<file path="src/rtl/tx_frame_decoder_if.sv">
// FIFO read port and decoded-word handshake of tx_frame_decoder.
// master = decoder side, slave = FIFO / consumer side.
interface tx_frame_decoder_if;
    logic [7:0]  rdata;
    logic        rempty;
    logic        rinc;
    logic [15:0] data_out;
    logic [1:0]  chan;
    logic        data_avail;
    logic        data_accept;

    modport master (
        input  rdata, rempty, data_accept,
        output rinc, data_out, chan, data_avail
    );

    modport slave (
        output rdata, rempty, data_accept,
        input  rinc, data_out, chan, data_avail
    );
endinterface

</file>
<file path="src/rtl/tx_frame_decoder.sv">
// Decodes 3-byte frames (header, MSB, LSB) from a FWFT FIFO into {chan, word}; word valid 3 cycles after header pop.
// Holds the word until data_accept and stops popping meanwhile; optional byte-gap abort under TX_FRAME_DECODER_TIMEOUT_EN.
module tx_frame_decoder #(
    parameter logic [5:0]  HEADER_TAG = 6'b101010,
    parameter int unsigned TIMEOUT    = 255
) (
    input  logic                clk,
    input  logic                rst,
    tx_frame_decoder_if.master  bus,
    output logic [7:0]          err_count,
    output logic                busy
);

    typedef enum logic [1:0] {
        HUNT    = 2'd0,
        GET_MSB = 2'd1,
        GET_LSB = 2'd2,
        HOLD    = 2'd3
    } state_t;

    state_t      state_q, state_d;
    logic [7:0]  msb_q, msb_d;
    logic [15:0] data_q, data_d;
    logic [1:0]  chan_q, chan_d;
    logic [7:0]  err_q, err_d;
    logic        pop;
    logic        err_inc;

`ifdef TX_FRAME_DECODER_TIMEOUT_EN
    localparam logic [15:0] TIMEOUT_L = 16'(TIMEOUT);
    logic [15:0] gap_q, gap_d;
`endif

    // rst gates the pop so no byte leaves the FIFO during a reset cycle.
    assign pop = (state_q != HOLD) && !bus.rempty && !rst;

    always_comb begin
        state_d = state_q;
        msb_d   = msb_q;
        data_d  = data_q;
        chan_d  = chan_q;
        err_inc = 1'b0;

        case (state_q)
            HUNT: begin
                if (pop) begin
                    if (bus.rdata[7:2] == HEADER_TAG) begin
                        chan_d  = bus.rdata[1:0];
                        state_d = GET_MSB;
                    end else begin
                        err_inc = 1'b1;
                    end
                end
            end
            GET_MSB: begin
                if (pop) begin
                    msb_d   = bus.rdata;
                    state_d = GET_LSB;
                end
            end
            GET_LSB: begin
                if (pop) begin
                    data_d  = {msb_q, bus.rdata};
                    state_d = HOLD;
                end
            end
            HOLD: begin
                if (bus.data_accept) begin
                    state_d = HUNT;
                end
            end
            default: state_d = HUNT;
        endcase

`ifdef TX_FRAME_DECODER_TIMEOUT_EN
        gap_d = 16'd0;
        if ((state_q == GET_MSB) || (state_q == GET_LSB)) begin
            if (!pop) begin
                gap_d = gap_q + 16'd1;
                if (gap_d == TIMEOUT_L) begin
                    state_d = HUNT;
                    err_inc = 1'b1;
                    gap_d   = 16'd0;
                end
            end
        end
`endif

        err_d = (err_inc && (err_q != 8'hFF)) ? err_q + 8'd1 : err_q;
    end

    always_ff @(posedge clk) begin
        if (rst) begin
            state_q <= HUNT;
            msb_q   <= 8'h00;
            data_q  <= 16'h0000;
            chan_q  <= 2'd0;
            err_q   <= 8'h00;
        end else begin
            state_q <= state_d;
            msb_q   <= msb_d;
            data_q  <= data_d;
            chan_q  <= chan_d;
            err_q   <= err_d;
        end
    end

`ifdef TX_FRAME_DECODER_TIMEOUT_EN
    always_ff @(posedge clk) begin
        if (rst) begin
            gap_q <= 16'd0;
        end else begin
            gap_q <= gap_d;
        end
    end
`endif

    assign bus.rinc       = pop;
    assign bus.data_out   = data_q;
    assign bus.chan       = chan_q;
    assign bus.data_avail = (state_q == HOLD);
    assign err_count      = err_q;
    assign busy           = (state_q != HUNT);

endmodule

</file>
<file path="src/flat_wrapper.sv">
// flat-port wrapper written by rule: the top's interface ports become plain ports
module tx_frame_decoder_flat 
#(
    parameter logic [5:0]  HEADER_TAG = 6'b101010,
    parameter int unsigned TIMEOUT    = 255
)
  (clk, rst, err_count, busy, bus_rdata, bus_rempty, bus_data_accept, bus_rinc, bus_data_out, bus_chan, bus_data_avail);
  tx_frame_decoder_if bus_i ();
  input  logic clk;
  input  logic rst;
  output logic [7:0] err_count;
  output logic busy;
  input wire logic [$bits(bus_i.rdata)-1:0] bus_rdata;
  input wire logic [$bits(bus_i.rempty)-1:0] bus_rempty;
  input wire logic [$bits(bus_i.data_accept)-1:0] bus_data_accept;
  output wire logic [$bits(bus_i.rinc)-1:0] bus_rinc;
  output wire logic [$bits(bus_i.data_out)-1:0] bus_data_out;
  output wire logic [$bits(bus_i.chan)-1:0] bus_chan;
  output wire logic [$bits(bus_i.data_avail)-1:0] bus_data_avail;
  assign bus_i.rdata = bus_rdata;
  assign bus_i.rempty = bus_rempty;
  assign bus_i.data_accept = bus_data_accept;
  assign bus_rinc = bus_i.rinc;
  assign bus_data_out = bus_i.data_out;
  assign bus_chan = bus_i.chan;
  assign bus_data_avail = bus_i.data_avail;
  tx_frame_decoder #(.HEADER_TAG(HEADER_TAG), .TIMEOUT(TIMEOUT)) u_core (.clk(clk), .rst(rst), .bus(bus_i), .err_count(err_count), .busy(busy));
endmodule
</file>
<file path="config.mk">
export PLATFORM = sky130hd
export DESIGN_NAME = tx_frame_decoder_flat
export DESIGN_NICKNAME = d
export VERILOG_FILES = /design/src/rtl/tx_frame_decoder_if.sv /design/src/rtl/tx_frame_decoder.sv /design/src/flat_wrapper.sv
export SDC_FILE = /design/constraint.sdc
export NUM_CORES = 1
export LEC_CHECK = 0
export BUFFER_PORTS_ARGS = -buffer_cell sky130_fd_sc_hd__buf_4
export CAP_MARGIN = 20
export CORE_UTILIZATION = 45
export DETAILED_ROUTE_END_ITERATION = 12
export GPL_TIMING_DRIVEN = 0
export PLACE_DENSITY_LB_ADDON = 0.08
export SYNTH_ARGS = -nofsm -noshare
export SYNTH_HDL_FRONTEND = slang
export SYNTH_SLANG_ARGS = --single-unit
</file>
<file path="constraint.sdc">
create_clock -name clk -period 2.4 [get_ports clk]
set_input_delay 0.24 -clock clk [delete_from_list [all_inputs] [get_ports clk]]
set_output_delay 0.24 -clock clk [all_outputs]
set_load 0.005 [all_outputs]
</file>
Yosys cells after proc, flatten, opt, wreduce, memory -nomap -nowiden
Cells that the tools add are included.

word-level totals
  flip-flop bits (word level) = 36
  latch bits = 0
  memory bits (writable) = 0
  logic and storage cells = 37
  memory bits (read-only) = 0
  output and inout port bits = 29
  input bits = 12
  memories = 0

cells by class
  shifts and indexed selects = 0
  multipliers = 0
  bitwise gates (word level) = 0
  divide/modulo/power cells = 0
  magnitude comparators = 0
  add/sub/neg operators = 1
  eq/ne operators = 11
  multiplexer cells = 9
  reductions and logical operators = 11

operator list
  operator             count
  $mux 2               5
  $ne 2x2->1 const B   5
  $add 8x1->8 const B  1
  $ne 8x8->1 const B   1
  $pmux 2 s4           1
  $eq 6x6->1 const B   1
  $reduce_and 5->1     1
  $eq 2x2->1 const B   2
  $reduce_and 2->1     2
  $logic_and 1x1->1    3
  $mux 1               3
  $reduce_and 3->1     1
  $eq 2x1->1 const B   1
  $logic_not 1->1      2
  $logic_not 2->1      1
  $ne 2x1->1 const B   1
  $reduce_bool 2->1    1

Depth between registers and ports, before layout
  depth after elaboration = 6
  mapped depth = 7
  gate-level depth less buffers = 6

Least setup slack after synthesis
OpenSTA, ideal clock, no wires.

  path kind = register -> register
  start point = register u_core.state_q[0]
  end point = register u_core.err_q[1], in the netlist u_core.err_count[1]
  arrival = 1.815 ns
  period minus slack after synthesis = 1.935 ns
  cell stages (with the launch flop) = 7
  setup time = 0.121 ns
  path buffers = 1
  slack = 0.465 ns
  required time = 2.279 ns
  path through = dfxtp_1 -> ha_1 -> or3_4 -> a211o_1 -> buf_2 -> nor2_1 -> mux2_2

between the ends
  cells in the longest elaborated chain, start to end = 6
  elaborated cells between the ends (all ways) = 7
  those cells by class = 1 x eq/ne; 2 x mux; 4 x reduce/logical

RTL lines
  item                             RTL line                 text
  start, declared                  tx_frame_decoder.sv:21   state_t state_q, state_d;
  start signal, assigned           tx_frame_decoder.sv:100  state_q <= state_d;
  $ne 2x2->1                       tx_frame_decoder.sv:35   assign pop = (state_q != HOLD) && !bus.rempty && !rst;
  $logic_and 1x1->1 (2 in series)  tx_frame_decoder.sv:35
  $mux 1                           tx_frame_decoder.sv:46   if (pop) begin
  $mux 1 *                         tx_frame_decoder.sv:44   case (state_q)
  $logic_and 1x1->1 *              tx_frame_decoder.sv:89   err_d = (err_inc && (err_q != 8'hFF)) ? err_q + 8'd1 : err_q;
  end signal, assigned             tx_frame_decoder.sv:104  err_q <= err_d;
  end, declared                    tx_frame_decoder.sv:25   logic [7:0] err_q, err_d;

Every way passes the cells marked *; elsewhere a longest branch is shown, timed or not.
A chain may end at the register's enable or synchronous reset.

Worst setup path in the final report
  start point = register u_core.state_q[0]
  end point = register u_core.err_q[2], in the netlist u_core.err_count[2]

Same word-level chain as after synthesis.

==> results by stage <==
Timing:
- Setup violations remaining at the end of the flow were counted as 0.
- The transition time of the tightest slew-check pin is about 520 ps.
- Setup repair after global routing left no endpoint under its margin.
- For this run, the top clock speed supported by timing is 0.470 GHz.
- The worst slew margin relative to its limit is 0.646.
- The number of max-slew violations in the final report is 0.
- Summed over all failing endpoints, the final setup total negative slack is 0 ps.
- The setup slack of the critical path after layout is about 270 ps.
- The final hold violation count is 0.
- The worst hold slack is 141 ps.
- The final period utilization is 0.886.
- For the final database, setup skew stands at 9.10 ps.
- The post-route minimum period is approximately 2100 ps.

Placed design:
- Once placement finished, the instance area stood at about 0.0019 sq mm.
- At the end of routability-driven placement, the weighted congestion stood at 0.793.
- Once detailed placement completed, the half-perimeter wirelength came to 2.61 mm.
- The count of buffers added on input and output ports is 40.
- In this run, placement finished with an instance count of roughly 270.
- The pre-CTS setup slack is 320 ps.

Floorplan:
- The overall die height is just under 60 microns.
- The full die area is between 0.003 and 0.004 sq mm.
- The count of pins on the block boundary is 41.
- For this configuration, the core starts out at a cell density of 0.482.
- The die span in x is 59.6 microns.
- The total area inside the core boundary comes to 0.00310 sq mm.
- The number of standard-cell rows in the floorplan is 20.

Route:
- Dividing the detail-routed wire length by the instance count gives 12.8 microns.
- The number of design-rule violations left by the first detailed-router iteration is 63.
- The final route contains ~1,400 vias.
- The total wirelength of the detailed-routed design is ~3.5 mm.
- The detailed-route DRC error count is 0.
- The via count normalized by instance count is between 5 and 6.
- The first detailed-routing pass took 4 iterations.
- In this run the remaining antenna-violating nets after routing total 0.

Clock network:
- The post-cts gate resize count is 0.
- In this run the number of H-tree levels came out at 2.
- In this run the deepest clock path goes through 2 buffers.
- The tree built by TritonCTS fans out to 36 sinks.
- Clock latency on the worst-skew pair, taken at its later pin, is between 300 and 400 ps.
- After clock tree synthesis, the clock-pin slew on the worst setup and hold paths is approximately 110 ps.
- The number of clock buffers added by TritonCTS is 5.
- The number of buffers inserted to repair setup after CTS is 0.
- After clock tree synthesis, the flow added hold-fix buffers numbering 0.
- In this run the clock root is driven by a sky130_fd_sc_hd__clkbuf_4.
- The clock tree from TritonCTS is done.

Synth:
- The post-synthesis async set-or-reset flop share is 0.
- The part of the Yosys area used for sequential elements is 0.482.
- The cell taking the most area after synthesis is sky130_fd_sc_hd__dfxtp_1.
- In the synthesized netlist, the number of instances is 183.
- The synthesized netlist net count is 200.
- Counting flops with a built-in enable in the synthesized netlist gives 0.
- The share of synthesized area in the top cell type comes to 0.482.
- Yosys printed 0 warnings.
- The synthesized area divided by synthesized cell count is 8.17 sq um.
- The prevailing post-synth register cell is sky130_fd_sc_hd__dfxtp_1.
- Yosys mapped the design onto 28 distinct sky130hd cell types.
- The post-synthesis register bit count is 36.
- Ranked by total cell area, the synthesized netlist is headed by sky130_fd_sc_hd__dfxtp_1, sky130_fd_sc_hd__nand2_1, sky130_fd_sc_hd__a21oi_1.
- The synthesized netlist occupies a cell area of ~0.0015 sq mm.

Power:
- The analysis attributes to cell leakage a power of ~0.79 nW.
- The worst-case IR drop observed on VDD is 0.327 mV.
- The design draws around 1.2 mW.
- The ratio of total power to cell area is roughly 640 mW/mm^2.

Worst hold path:
- The tightest min-delay check is of the input pin to flip-flop type.
- The path with the worst hold slack has its endpoint at u_core.msb_q[3]$_SDFFE_PP0P_.
- The launch instance of the worst min-delay path is bus_rdata[3].
- The instance count along the most critical hold path is 3.

Critical path:
- The data arrival time of the critical path is about 2400 ps.
- The worst endpoint required time is approximately 2600 ps.
- In this run the critical register-to-register path is launched from u_core.state_q[0]$_SDFFE_PP0P_.
- The endpoint kind of the worst setup timing path is a flip-flop.
- The nature of the critical path startpoint is a flip-flop.
- The number of cells on the worst reg-to-reg path is 6.
- The critical path is of the flip-flop to flip-flop type.
- The maximum net fanout on the critical path is 10.
- Setup slack on the worst reg-to-reg path comes out at 270 ps.
- The endpoint of the lowest-slack register-to-register path is u_core.err_count[2]$_SDFFE_PP0P_.

GRT:
- The largest net degree at the start of global routing is 12.
- The busiest layer in global routing is met2.
- The number of global-route vias before repair came to around 1,200.
- The met3 demand-to-capacity share in global routing is 0.0677.
- The number of antenna violations at the first check in global routing is 0.
- For met2 alone, demand over resource in global routing was 0.316.
- The met1 usage is 0.262.
- The first global-routing pass estimated 5.42 mm of wire.
- Global routing finished with a remaining overflow of 0.
- In the global route stage, overall resource usage came out at 0.206.

Run status:
- The flow ran to the end, and the final reports show no timing, DRC or antenna violations.

Job:
- Max-cap violations in this run came to 0.

Cells and area:
- The count of placed standard cells in the final layout, fillers left out is 275.
- The share of the core filled with cells in the final layout is 0.621.
- The area growth from synthesis to layout is 28.9%.
- Of the cells placed in the final design, the portion with a size suffix greater than 1 is 0.216.
- The number of nets at the end of the flow is about 250.
- The final instance area is between 0.0015 and 0.002 sq mm.
- The number of antenna repair diodes is 0.
## how the worst max path moves through the flow
stage | startpoint | endpoint | slack, ps | cells past startpoint
2_1_floorplan | u_core.state_q[0]$_SDFFE_PP0P_ | u_core.err_count[1]$_SDFFE_PP0P_ | 460 | 6
3_3_place_gp | u_core.state_q[0]$_SDFFE_PP0P_ | u_core.err_count[4]$_SDFFE_PP0P_ | 350 | 6
3_5_place_dp | u_core.state_q[0]$_SDFFE_PP0P_ | u_core.err_count[2]$_SDFFE_PP0P_ | 320 | 6
4_1_cts | u_core.state_q[0]$_SDFFE_PP0P_ | u_core.bus.data_out[4]$_SDFFE_PP0P_ | 280 | 6
5_1_grt | u_core.state_q[0]$_SDFFE_PP0P_ | u_core.bus.data_out[3]$_SDFFE_PP0P_ | 120 | 6
6_report | u_core.state_q[0]$_SDFFE_PP0P_ | u_core.err_count[2]$_SDFFE_PP0P_ | 270 | 6
## cells in the final DEF, fill, tap and decap left out
| cell type | n |
|---|---|
| sky130_fd_sc_hd__nand2_1 | 57 |
| sky130_fd_sc_hd__buf_4 | 40 |
| sky130_fd_sc_hd__dfxtp_1 | 36 |
| sky130_fd_sc_hd__a21oi_1 | 28 |
| sky130_fd_sc_hd__inv_1 | 8 |
| sky130_fd_sc_hd__clkbuf_1 | 8 |
| sky130_fd_sc_hd__nor2_1 | 5 |
| sky130_fd_sc_hd__ha_1 | 5 |
| sky130_fd_sc_hd__clkbuf_4 | 5 |
| sky130_fd_sc_hd__nand3_1 | 4 |
| sky130_fd_sc_hd__or4_1 | 4 |
| sky130_fd_sc_hd__o311ai_0 | 4 |
| sky130_fd_sc_hd__mux2i_1 | 3 |
| sky130_fd_sc_hd__nor2b_1 | 2 |
| sky130_fd_sc_hd__and3_1 | 2 |
| sky130_fd_sc_hd__and4_1 | 2 |
| sky130_fd_sc_hd__o41ai_1 | 2 |
| sky130_fd_sc_hd__o31ai_1 | 2 |
| sky130_fd_sc_hd__or3_4 | 1 |
| sky130_fd_sc_hd__nor4bb_1 | 1 |
| sky130_fd_sc_hd__o22a_1 | 1 |
| sky130_fd_sc_hd__and2_1 | 1 |
| sky130_fd_sc_hd__a31oi_1 | 1 |
| sky130_fd_sc_hd__o21a_1 | 1 |
| sky130_fd_sc_hd__a211o_1 | 1 |
| sky130_fd_sc_hd__buf_2 | 1 |
| sky130_fd_sc_hd__mux2_2 | 1 |
| sky130_fd_sc_hd__or3_1 | 1 |
| sky130_fd_sc_hd__o21ai_0 | 1 |
| sky130_fd_sc_hd__nand4_1 | 1 |
| sky130_fd_sc_hd__bufinv_16 | 1 |
| sky130_fd_sc_hd__clkinv_2 | 1 |
## critical path: stages, from the launching register on
cell,delay [ps]
sky130_fd_sc_hd__dfxtp_1,360
sky130_fd_sc_hd__ha_1,250
sky130_fd_sc_hd__or3_4,410
sky130_fd_sc_hd__a211o_1,310
sky130_fd_sc_hd__buf_2,210
sky130_fd_sc_hd__o311ai_0,340
sky130_fd_sc_hd__o31ai_1,130
## registers in the layout (all words and copies together) (netlist names)
signal and cells:
u_core.bus.chan 2, u_core.bus.data_out 16, u_core.err_count 8, u_core.msb_q 8
u_core.state_q 2
## report_power, final
group          switching [mW]  internal (mW)  total, mW  leakage [nW]
combinational          0.0913         0.0756      0.167         0.453
sequential             0.0172          0.616      0.633         0.290
clock                   0.210          0.218      0.428        0.0422
total                   0.319          0.909       1.23         0.786
## Yosys cell counts (all sizes together) (2+ instances only)
master,count
o31ai,2
nand3,4
mux2i,3
nor2b,2
nand2,57
ha,5
or3,2
nor2,5
a21oi,28
and4,2
or4,4
clkbuf,7
inv,8
o311ai,4
o41ai,2
dfxtp,36
and3,2
## layout make-up
cell class                      instances  area, sq um
Inverter                                8         30.0
Clock buffer                            6         41.3
Sequential cell                        36          721
Timing Repair Buffer                   40          300
Multi-Input combinational cell        131          713
Tap cell                               44         55.1
Buffer                                  8         31.3
Clock inverter                          2         35.0
Fill cell                             311         1180
## logic make-up (layout without fill, tap and decap cells)
kind of cell | count (synthesis) | count (layout) | share of synthesized area
adders and majority gates | 5 | 5 | 0.0418
AOI/OAI and AO/OA | 41 | 41 | 0.163
DFF | 36 | 36 | 0.482
buffers and inverters | 16 | 64 | 0.0410
muxes | 4 | 4 | 0.0276
and+or+nand+nor | 81 | 81 | 0.244
## routing by layer
layer,vias to the layer above,wire length [microns]
met1,672,1660
li1,722,-
met5,-,0
met3,5,157
met4,0,56
met2,35,1650
Power figures use the tool's default switching activity.
